`src/rtl/ahb_lite_mem_arbiter.sv`:
```
// ahb_lite_mem_arbiter
// Two-master front end for a single AHB-Lite memory slave (no HRESP).
//
// Handshake: a master request is valid in a cycle where M<m>_HREADY=1 and
// M<m>_HTRANS[1]=1. An issue slot is any cycle with S_HREADYOUT=1. In a slot
// with any request, exactly one transfer is driven to the slave. A valid live
// request that is not issued is captured into that master's pending register;
// while it is pending, the master sees HREADY=0 and holds its bus. The issued
// master owns the following data phase, which steers write data and gates that
// master's HREADY with S_HREADYOUT.
module ahb_lite_mem_arbiter #(
   parameter int unsigned PRIO_MODE = 0  // 0 = round-robin, 1 = fixed M0 priority
) (
   input  logic        HCLK,
   input  logic        HRESET,
   input  logic [31:0] M0_HADDR,
   input  logic [1:0]  M0_HTRANS,
   input  logic        M0_HWRITE,
   input  logic [2:0]  M0_HSIZE,
   input  logic [31:0] M0_HWDATA,
   output logic        M0_HREADY,
   output logic [31:0] M0_HRDATA,
   input  logic [31:0] M1_HADDR,
   input  logic [1:0]  M1_HTRANS,
   input  logic        M1_HWRITE,
   input  logic [2:0]  M1_HSIZE,
   input  logic [31:0] M1_HWDATA,
   output logic        M1_HREADY,
   output logic [31:0] M1_HRDATA,
   output logic        S_HSEL,
   output logic [31:0] S_HADDR,
   output logic [1:0]  S_HTRANS,
   output logic        S_HWRITE,
   output logic [2:0]  S_HSIZE,
   output logic [31:0] S_HWDATA,
   output logic        S_HREADY,
   input  logic        S_HREADYOUT,
   input  logic [31:0] S_HRDATA
);

   typedef enum logic [1:0] {
      OWN_NONE = 2'd0,
      OWN_M0   = 2'd1,
      OWN_M1   = 2'd2
   } owner_e;

   // Pending registers, one per master
   logic        pend0_q, pend1_q;
   logic [31:0] paddr0_q, paddr1_q;
   logic        pwrite0_q, pwrite1_q;
   logic [2:0]  psize0_q, psize1_q;

   // Arbitration history: 0 = M0 granted last, 1 = M1 granted last
   logic        last_grant_q;

   // Data-phase owner state
   owner_e      dp_owner_q, dp_owner_d;

   // Last issued address-phase control, held while nothing is issued
   logic [31:0] haddr_q;
   logic        hwrite_q;
   logic [2:0]  hsize_q;

   logic        live0, live1, req0, req1;
   logic        gnt_m1, issue, issue0, issue1;
   logic [31:0] iss_addr;
   logic        iss_write;
   logic [2:0]  iss_size;

   // Only HTRANS[1] distinguishes NONSEQ/SEQ from IDLE/BUSY
   logic        unused_htrans_lsb;
   assign unused_htrans_lsb = M0_HTRANS[0] ^ M1_HTRANS[0];

   // A pending master is stalled; the data-phase owner sees the slave's ready
   assign M0_HREADY = !pend0_q && ((dp_owner_q != OWN_M0) || S_HREADYOUT);
   assign M1_HREADY = !pend1_q && ((dp_owner_q != OWN_M1) || S_HREADYOUT);

   assign live0 = M0_HREADY && M0_HTRANS[1];
   assign live1 = M1_HREADY && M1_HTRANS[1];
   assign req0  = pend0_q || live0;
   assign req1  = pend1_q || live1;

   // Grant selection: single requester wins, otherwise mode-dependent
   always_comb begin
      gnt_m1 = 1'b0;
      if (req0 && req1) begin
         if (PRIO_MODE != 0) gnt_m1 = 1'b0;
         else                gnt_m1 = !last_grant_q;
      end else begin
         gnt_m1 = req1;
      end
   end

   assign issue  = S_HREADYOUT && (req0 || req1);
   assign issue0 = issue && !gnt_m1;
   assign issue1 = issue && gnt_m1;

   // Address-phase source: the pending copy takes precedence over the live bus
   always_comb begin
      iss_addr  = 32'h0;
      iss_write = 1'b0;
      iss_size  = 3'h0;
      if (gnt_m1) begin
         iss_addr  = pend1_q ? paddr1_q  : M1_HADDR;
         iss_write = pend1_q ? pwrite1_q : M1_HWRITE;
         iss_size  = pend1_q ? psize1_q  : M1_HSIZE;
      end else begin
         iss_addr  = pend0_q ? paddr0_q  : M0_HADDR;
         iss_write = pend0_q ? pwrite0_q : M0_HWRITE;
         iss_size  = pend0_q ? psize0_q  : M0_HSIZE;
      end
   end

   assign S_HSEL    = issue;
   assign S_HTRANS  = issue ? 2'b10 : 2'b00;
   assign S_HADDR   = issue ? iss_addr  : haddr_q;
   assign S_HWRITE  = issue ? iss_write : hwrite_q;
   assign S_HSIZE   = issue ? iss_size  : hsize_q;
   assign S_HREADY  = S_HREADYOUT;
   assign M0_HRDATA = S_HRDATA;
   assign M1_HRDATA = S_HRDATA;

   // Write data follows whichever master owns the data phase
   always_comb begin
      S_HWDATA = 32'h0;
      case (dp_owner_q)
         OWN_M0:  S_HWDATA = M0_HWDATA;
         OWN_M1:  S_HWDATA = M1_HWDATA;
         default: S_HWDATA = 32'h0;
      endcase
   end

   // Next data-phase owner: reloaded in every slot, held across wait states
   always_comb begin
      dp_owner_d = dp_owner_q;
      if (S_HREADYOUT) begin
         if (issue0)      dp_owner_d = OWN_M0;
         else if (issue1) dp_owner_d = OWN_M1;
         else             dp_owner_d = OWN_NONE;
      end
   end

   // Data-phase owner and arbitration history registers
   always_ff @(posedge HCLK) begin
      if (HRESET) begin
         dp_owner_q   <= OWN_NONE;
         last_grant_q <= 1'b1;
      end else begin
         dp_owner_q <= dp_owner_d;
         if (issue) last_grant_q <= gnt_m1;
      end
   end

   // Hold the last issued address-phase control for idle cycles
   always_ff @(posedge HCLK) begin
      if (HRESET) begin
         haddr_q  <= 32'h0;
         hwrite_q <= 1'b0;
         hsize_q  <= 3'h0;
      end else if (issue) begin
         haddr_q  <= iss_addr;
         hwrite_q <= iss_write;
         hsize_q  <= iss_size;
      end
   end

   // M0 pending register: clear on issue, capture an unissued live request
   always_ff @(posedge HCLK) begin
      if (HRESET) begin
         pend0_q   <= 1'b0;
         paddr0_q  <= 32'h0;
         pwrite0_q <= 1'b0;
         psize0_q  <= 3'h0;
      end else if (issue0) begin
         pend0_q <= 1'b0;
      end else if (live0) begin
         pend0_q   <= 1'b1;
         paddr0_q  <= M0_HADDR;
         pwrite0_q <= M0_HWRITE;
         psize0_q  <= M0_HSIZE;
      end
   end

   // M1 pending register: clear on issue, capture an unissued live request
   always_ff @(posedge HCLK) begin
      if (HRESET) begin
         pend1_q   <= 1'b0;
         paddr1_q  <= 32'h0;
         pwrite1_q <= 1'b0;
         psize1_q  <= 3'h0;
      end else if (issue1) begin
         pend1_q <= 1'b0;
      end else if (live1) begin
         pend1_q   <= 1'b1;
         paddr1_q  <= M1_HADDR;
         pwrite1_q <= M1_HWRITE;
         psize1_q  <= M1_HSIZE;
      end
   end

endmodule

```
`config.mk`:
```
export PLATFORM = sky130hd
export DESIGN_NAME = ahb_lite_mem_arbiter
export DESIGN_NICKNAME = d
export VERILOG_FILES = /design/src/rtl/ahb_lite_mem_arbiter.sv
export SDC_FILE = /design/constraint.sdc
export NUM_CORES = 1
export LEC_CHECK = 0
export ABC_AREA = 1
export CAP_MARGIN = 20
export CORE_ASPECT_RATIO = 1.4
export CORE_MARGIN = 3
export CORE_UTILIZATION = 46
export CTS_BUF_LIST = sky130_fd_sc_hd__clkbuf_8 sky130_fd_sc_hd__clkbuf_16
export DETAILED_ROUTE_END_ITERATION = 8
export GPL_TIMING_DRIVEN = 0
export HOLD_SLACK_MARGIN = 0.08
export MAX_ROUTING_LAYER = met4
export PLACE_DENSITY = 0.88
export SLEW_MARGIN = 40
export SYNTH_ARGS = -nofsm -noshare
export SYNTH_HDL_FRONTEND = slang
export SYNTH_SLANG_ARGS = --single-unit
```
`constraint.sdc`:
```
create_clock -name HCLK -period 3.2 [get_ports HCLK]
set_input_delay 0.32 -clock HCLK [delete_from_list [all_inputs] [get_ports HCLK]]
set_output_delay 0.32 -clock HCLK [all_outputs]
set_load 0.01 [all_outputs]
```
==> run_results.csv <==
group,metric,value,unit
outcome,status,"complete, but fails checks",
outcome,violations,"negative setup slack",
logic_synthesis,synth_area_per_cell,5.98,um^2
logic_synthesis,synthFlopType,"dfxtp_1",
sta,fin_crit,3270,ps
worst_setup_path,critPathLaunchType,"register",
min_path,hold_start,"last_grant_q",
clocking,cts_hold_buf,0,
logic_synthesis,synth_top_area_share,32.8,%
power_and_ir_drop,power.switching,1.50,mW
clocking,cts.sinks,113,
power_and_ir_drop,power.internal,3.48,mW
detailed_routing,drc_errors,0,
clocking,h-tree-depth,4,
power_and_ir_drop,p_comb_share,28.9,%
logic_synthesis,synth-seq-cells,113,
finish,final_nets,1625,
detailed_routing,postRouteAntennaNets,0,
logic_synthesis,synth_edf_count,0,
logic_synthesis,synth_nets,1329,
worst_setup_path,timing.rr.start,"dp_owner_q[1]",
detailed_routing,firstDrtPassIters,6,
power_and_ir_drop,switching_share,30.2,%
worst_setup_path,critPathKind,"register to output port",
sta,layout_setup_ws,-74.0,ps
logic_synthesis,ys_top_cells_by_area,"dfxtp_1 33%, nand2_1 14%, nor2_1 12%, inv_1 8.2%, o21ai_0 7.8%",
finish,drive_gt1_share,9.65,%
clocking,cts_buffers,17,
sta,fin_tns_setup,-74.0,ps
power_and_ir_drop,clockPowerShare,38.5,%
clocking,path_clk_slew,50,ps
power_and_ir_drop,peakVddDrop,388,uV
sta,finalSetupViolCount,1,
detailed_routing,drt-total-wl,25200,um
worst_setup_path,reg2reg_depth,15,
logic_synthesis,synth.distinct_cells,22,
global_routing,antenna_found_initial,1,
finish,design_area,0.0105,mm^2
worst_setup_path,r2r-end,"haddr_q[24]",
detailed_routing,vias,8171,
worst_setup_path,critical_path_arrival,2950,ps
power_and_ir_drop,p_per_area,473,mW/mm^2
die,rows,52,
global_routing,grt_util_all_layers,30.3,%
finish,seqCellArea,0.00226,mm^2
global_routing,grt_max_degree,17,
logic_synthesis,netlist_instances,1152,
job,max_cap_violations,0,
sta,drv_slew,0,
min_path,holdPathEnd,"last_grant_q",
global_routing,grt_pass1_vias,7659,
finish,fillCellCount,1175,
detailed_routing,viasPerCell,4.95,
clocking,clk_latency,410,ps
placement,portBuffers,277,
sta,fin_crit_sh,102,%
die,initial_core_util,47.3,%
die,dieWidth,109,um
die,io_pins,313,
placement,dp_hpwl,19800,um
finish,area_growth,53.0,%
min_path,hold_class,"register to register",
detailed_routing,wl_per_cell,15.3,um
worst_setup_path,critPathRequiredTime,2880,ps
placement,placed_cell_area,0.00990,mm^2
power_and_ir_drop,seqPwrFrac,32.6,%
power_and_ir_drop,p_leak,5.15,nW
sta,finalClockSkew,7.75,ps
worst_setup_path,crit_fanout,10,
clocking,cts_max_path_buffers,2,
placement,gp_congestion,0.901,
worst_setup_path,end_kind,"output port",
sta,rsz0062_at_grt,"yes",
die,dieHeight,151,um
clocking,cts_root_buffer,"clkbuf_16",
min_path,whs_path_depth,2,
sta,tightest_slew,647,ps
detailed_routing,drtIter0Drc,638,
logic_synthesis,async_flop_share,0,%
die,core_area,0.0146,mm^2
logic_synthesis,yosysTopAreaCell,"dfxtp_1",
die,die_area,0.0165,mm^2
logic_synthesis,yosysSeqAreaShare,32.8,%
logic_synthesis,synth_warnings,0,
sta,clock.fmax,305,MHz
logic_synthesis,synthesis.area,0.00689,mm^2
finish,multi_input_area,0.00320,mm^2
clocking,cts_tree,"built",
worst_setup_path,reg2reg_slack,950,ps
sta,max_slew_margin,56.6,%
sta,hold_violations,0,
global_routing,grt_pass1_wl,38000,um
global_routing,grt_overflow_total,0,
[sequential cells by signal, indices dropped and copies added (netlist names)]
| signal | cells |
|---|---|
| dp_owner_q | 2 |
| haddr_q | 32 |
| hsize_q | 3 |
| hwrite_q | 1 |
| last_grant_q | 1 |
| paddr0_q | 32 |
| paddr1_q | 32 |
| pend0_q | 1 |
| pend1_q | 1 |
| psize0_q | 3 |
| psize1_q | 3 |
| pwrite0_q | 1 |
| pwrite1_q | 1 |
[cell families after synthesis]
kind of cell | Yosys count | synth area share, %
buffers and inverters | 300 | 20.9
adders and majority gates | 2 | 0.363
other | 1 | 0.0544
AOI/OAI and AO/OA | 182 | 13.4
DFF | 113 | 32.8
and+or+nand+nor | 554 | 32.4
[power by group through the flow]
stage | clock network [mW] | registers (mW) | logic [mW]
final | 1.92 | 1.62 | 1.44
after detailed placement | 0 | 1.65 | 1.45
after global placement | 0 | 1.64 | 1.43
after floorplan | 0 | 1.63 | 0.794
after CTS | 1.91 | 1.62 | 1.44
after global routing | 1.98 | 1.64 | 1.58
[per-stage QoR]
stage	util, %	setup slack, ps	instances	hold WS, ps	power (mW)
5_1_grt	72.3	-171	1651	499	5.20
4_1_cts	72.0	0.196	1650	475	4.97
2_1_floorplan	-	1150	1152	429	2.43
3_3_place_gp	67.9	21.3	1618	438	3.07
3_5_place_dp	67.9	17.6	1618	451	3.10
6_report	72.3	-74.0	1651	475	4.98
[final cells by class]
class	instances	area share, %
Buffer	146	8.22
Sequential cell	113	21.5
Clock inverter	9	0.974
Timing Repair Buffer	277	26.4
Inverter	154	5.49
Multi-Input combinational cell	739	30.4
Antenna cell	1	0.0238
Clock buffer	23	4.82
Tap cell	189	2.24
[critical path, cell delays in order, from the launching register on]
cell and delay [ps]:
dfxtp_1 360, inv_1 60, ha_1 170, buf_4 160, inv_2 50, nor2_2 40
o21bai_1 200, nand2_1 90, buf_4 180, nand2_1 70, nand2_1 100, buf_6 180
buf_6 140, nor2_1 80, nor2_1 60, inv_1 50, clkdlybuf4s50_1 550
[cell usage after synthesis, types with 2 or more instances]
library cell / count
nor2_1: 220
inv_1: 150
a21oi_1: 72
nand2_1: 255
clkbuf_1: 46
buf_4: 69
nand3_1: 38
nand4_1: 36
ha_1: 2
buf_1: 7
nand2_2: 2
inv_2: 4
buf_6: 4
o21ai_0: 108
dfxtp_1: 113
buf_2: 20
[cell usage in the layout (no fill, tap or decap), types with 2 or more instances in the layout]
master           Yosys  layout
buf_6                4       4
a21oi_2              0       2
clkinvlp_4           0       3
buf_4               69      70
nand3_1             38      38
dlymetal6s2s_1       0      13
nand2_1            255     254
buf_1                7       7
dfxtp_1            113     113
clkbuf_16            0      17
dlygate4sd2_1        0      22
bufinv_16            0       2
clkinv_2             0       4
inv_2                4       4
nand2_2              2       3
clkbuf_8             0       6
a21oi_1             72      70
nor2_2               1       4
o21ai_0            108     108
clkbuf_1            46      45
nand4_1             36      36
inv_1              150     150
clkdlybuf4s50_1      0     242
buf_2               20      19
ha_1                 2       2
nor2_1             220     217
[what timing repair did]
action,in CTS,in global routing
cloned,0,0
pin swaps,0,1
endpoints found under the hold margin,0,0
resized for setup,24,21
setup endpoints to repair,29,14
setup buffers,0,0
[per-layer routing]
metal / up-vias / global-route usage, % / part of all wire [%]
met5: - / - / 0
li1: 4081 / - / -
met3: 73 / 7.72 / 10
met4: 0 / 14.2 / 4.2
met1: 3589 / 32.2 / 36
met2: 428 / 52.4 / 50
[worst max-delay path by stage]
stage / from / slack (ps) / endpoint / cells after the start
6_report: dp_owner_q[1] / -70 / S_HADDR[14] / 16
5_1_grt: dp_owner_q[1] / -170 / S_HADDR[14] / 14
4_1_cts: dp_owner_q[1] / 0.2 / S_HADDR[27] / 16
3_5_place_dp: S_HREADYOUT / 20 / S_HADDR[8] / 12
3_3_place_gp: S_HREADYOUT / 20 / S_HADDR[8] / 12
2_1_floorplan: dp_owner_q[0] / 1150 / S_HADDR[25] / 12
Power figures use the tool's default switching activity.
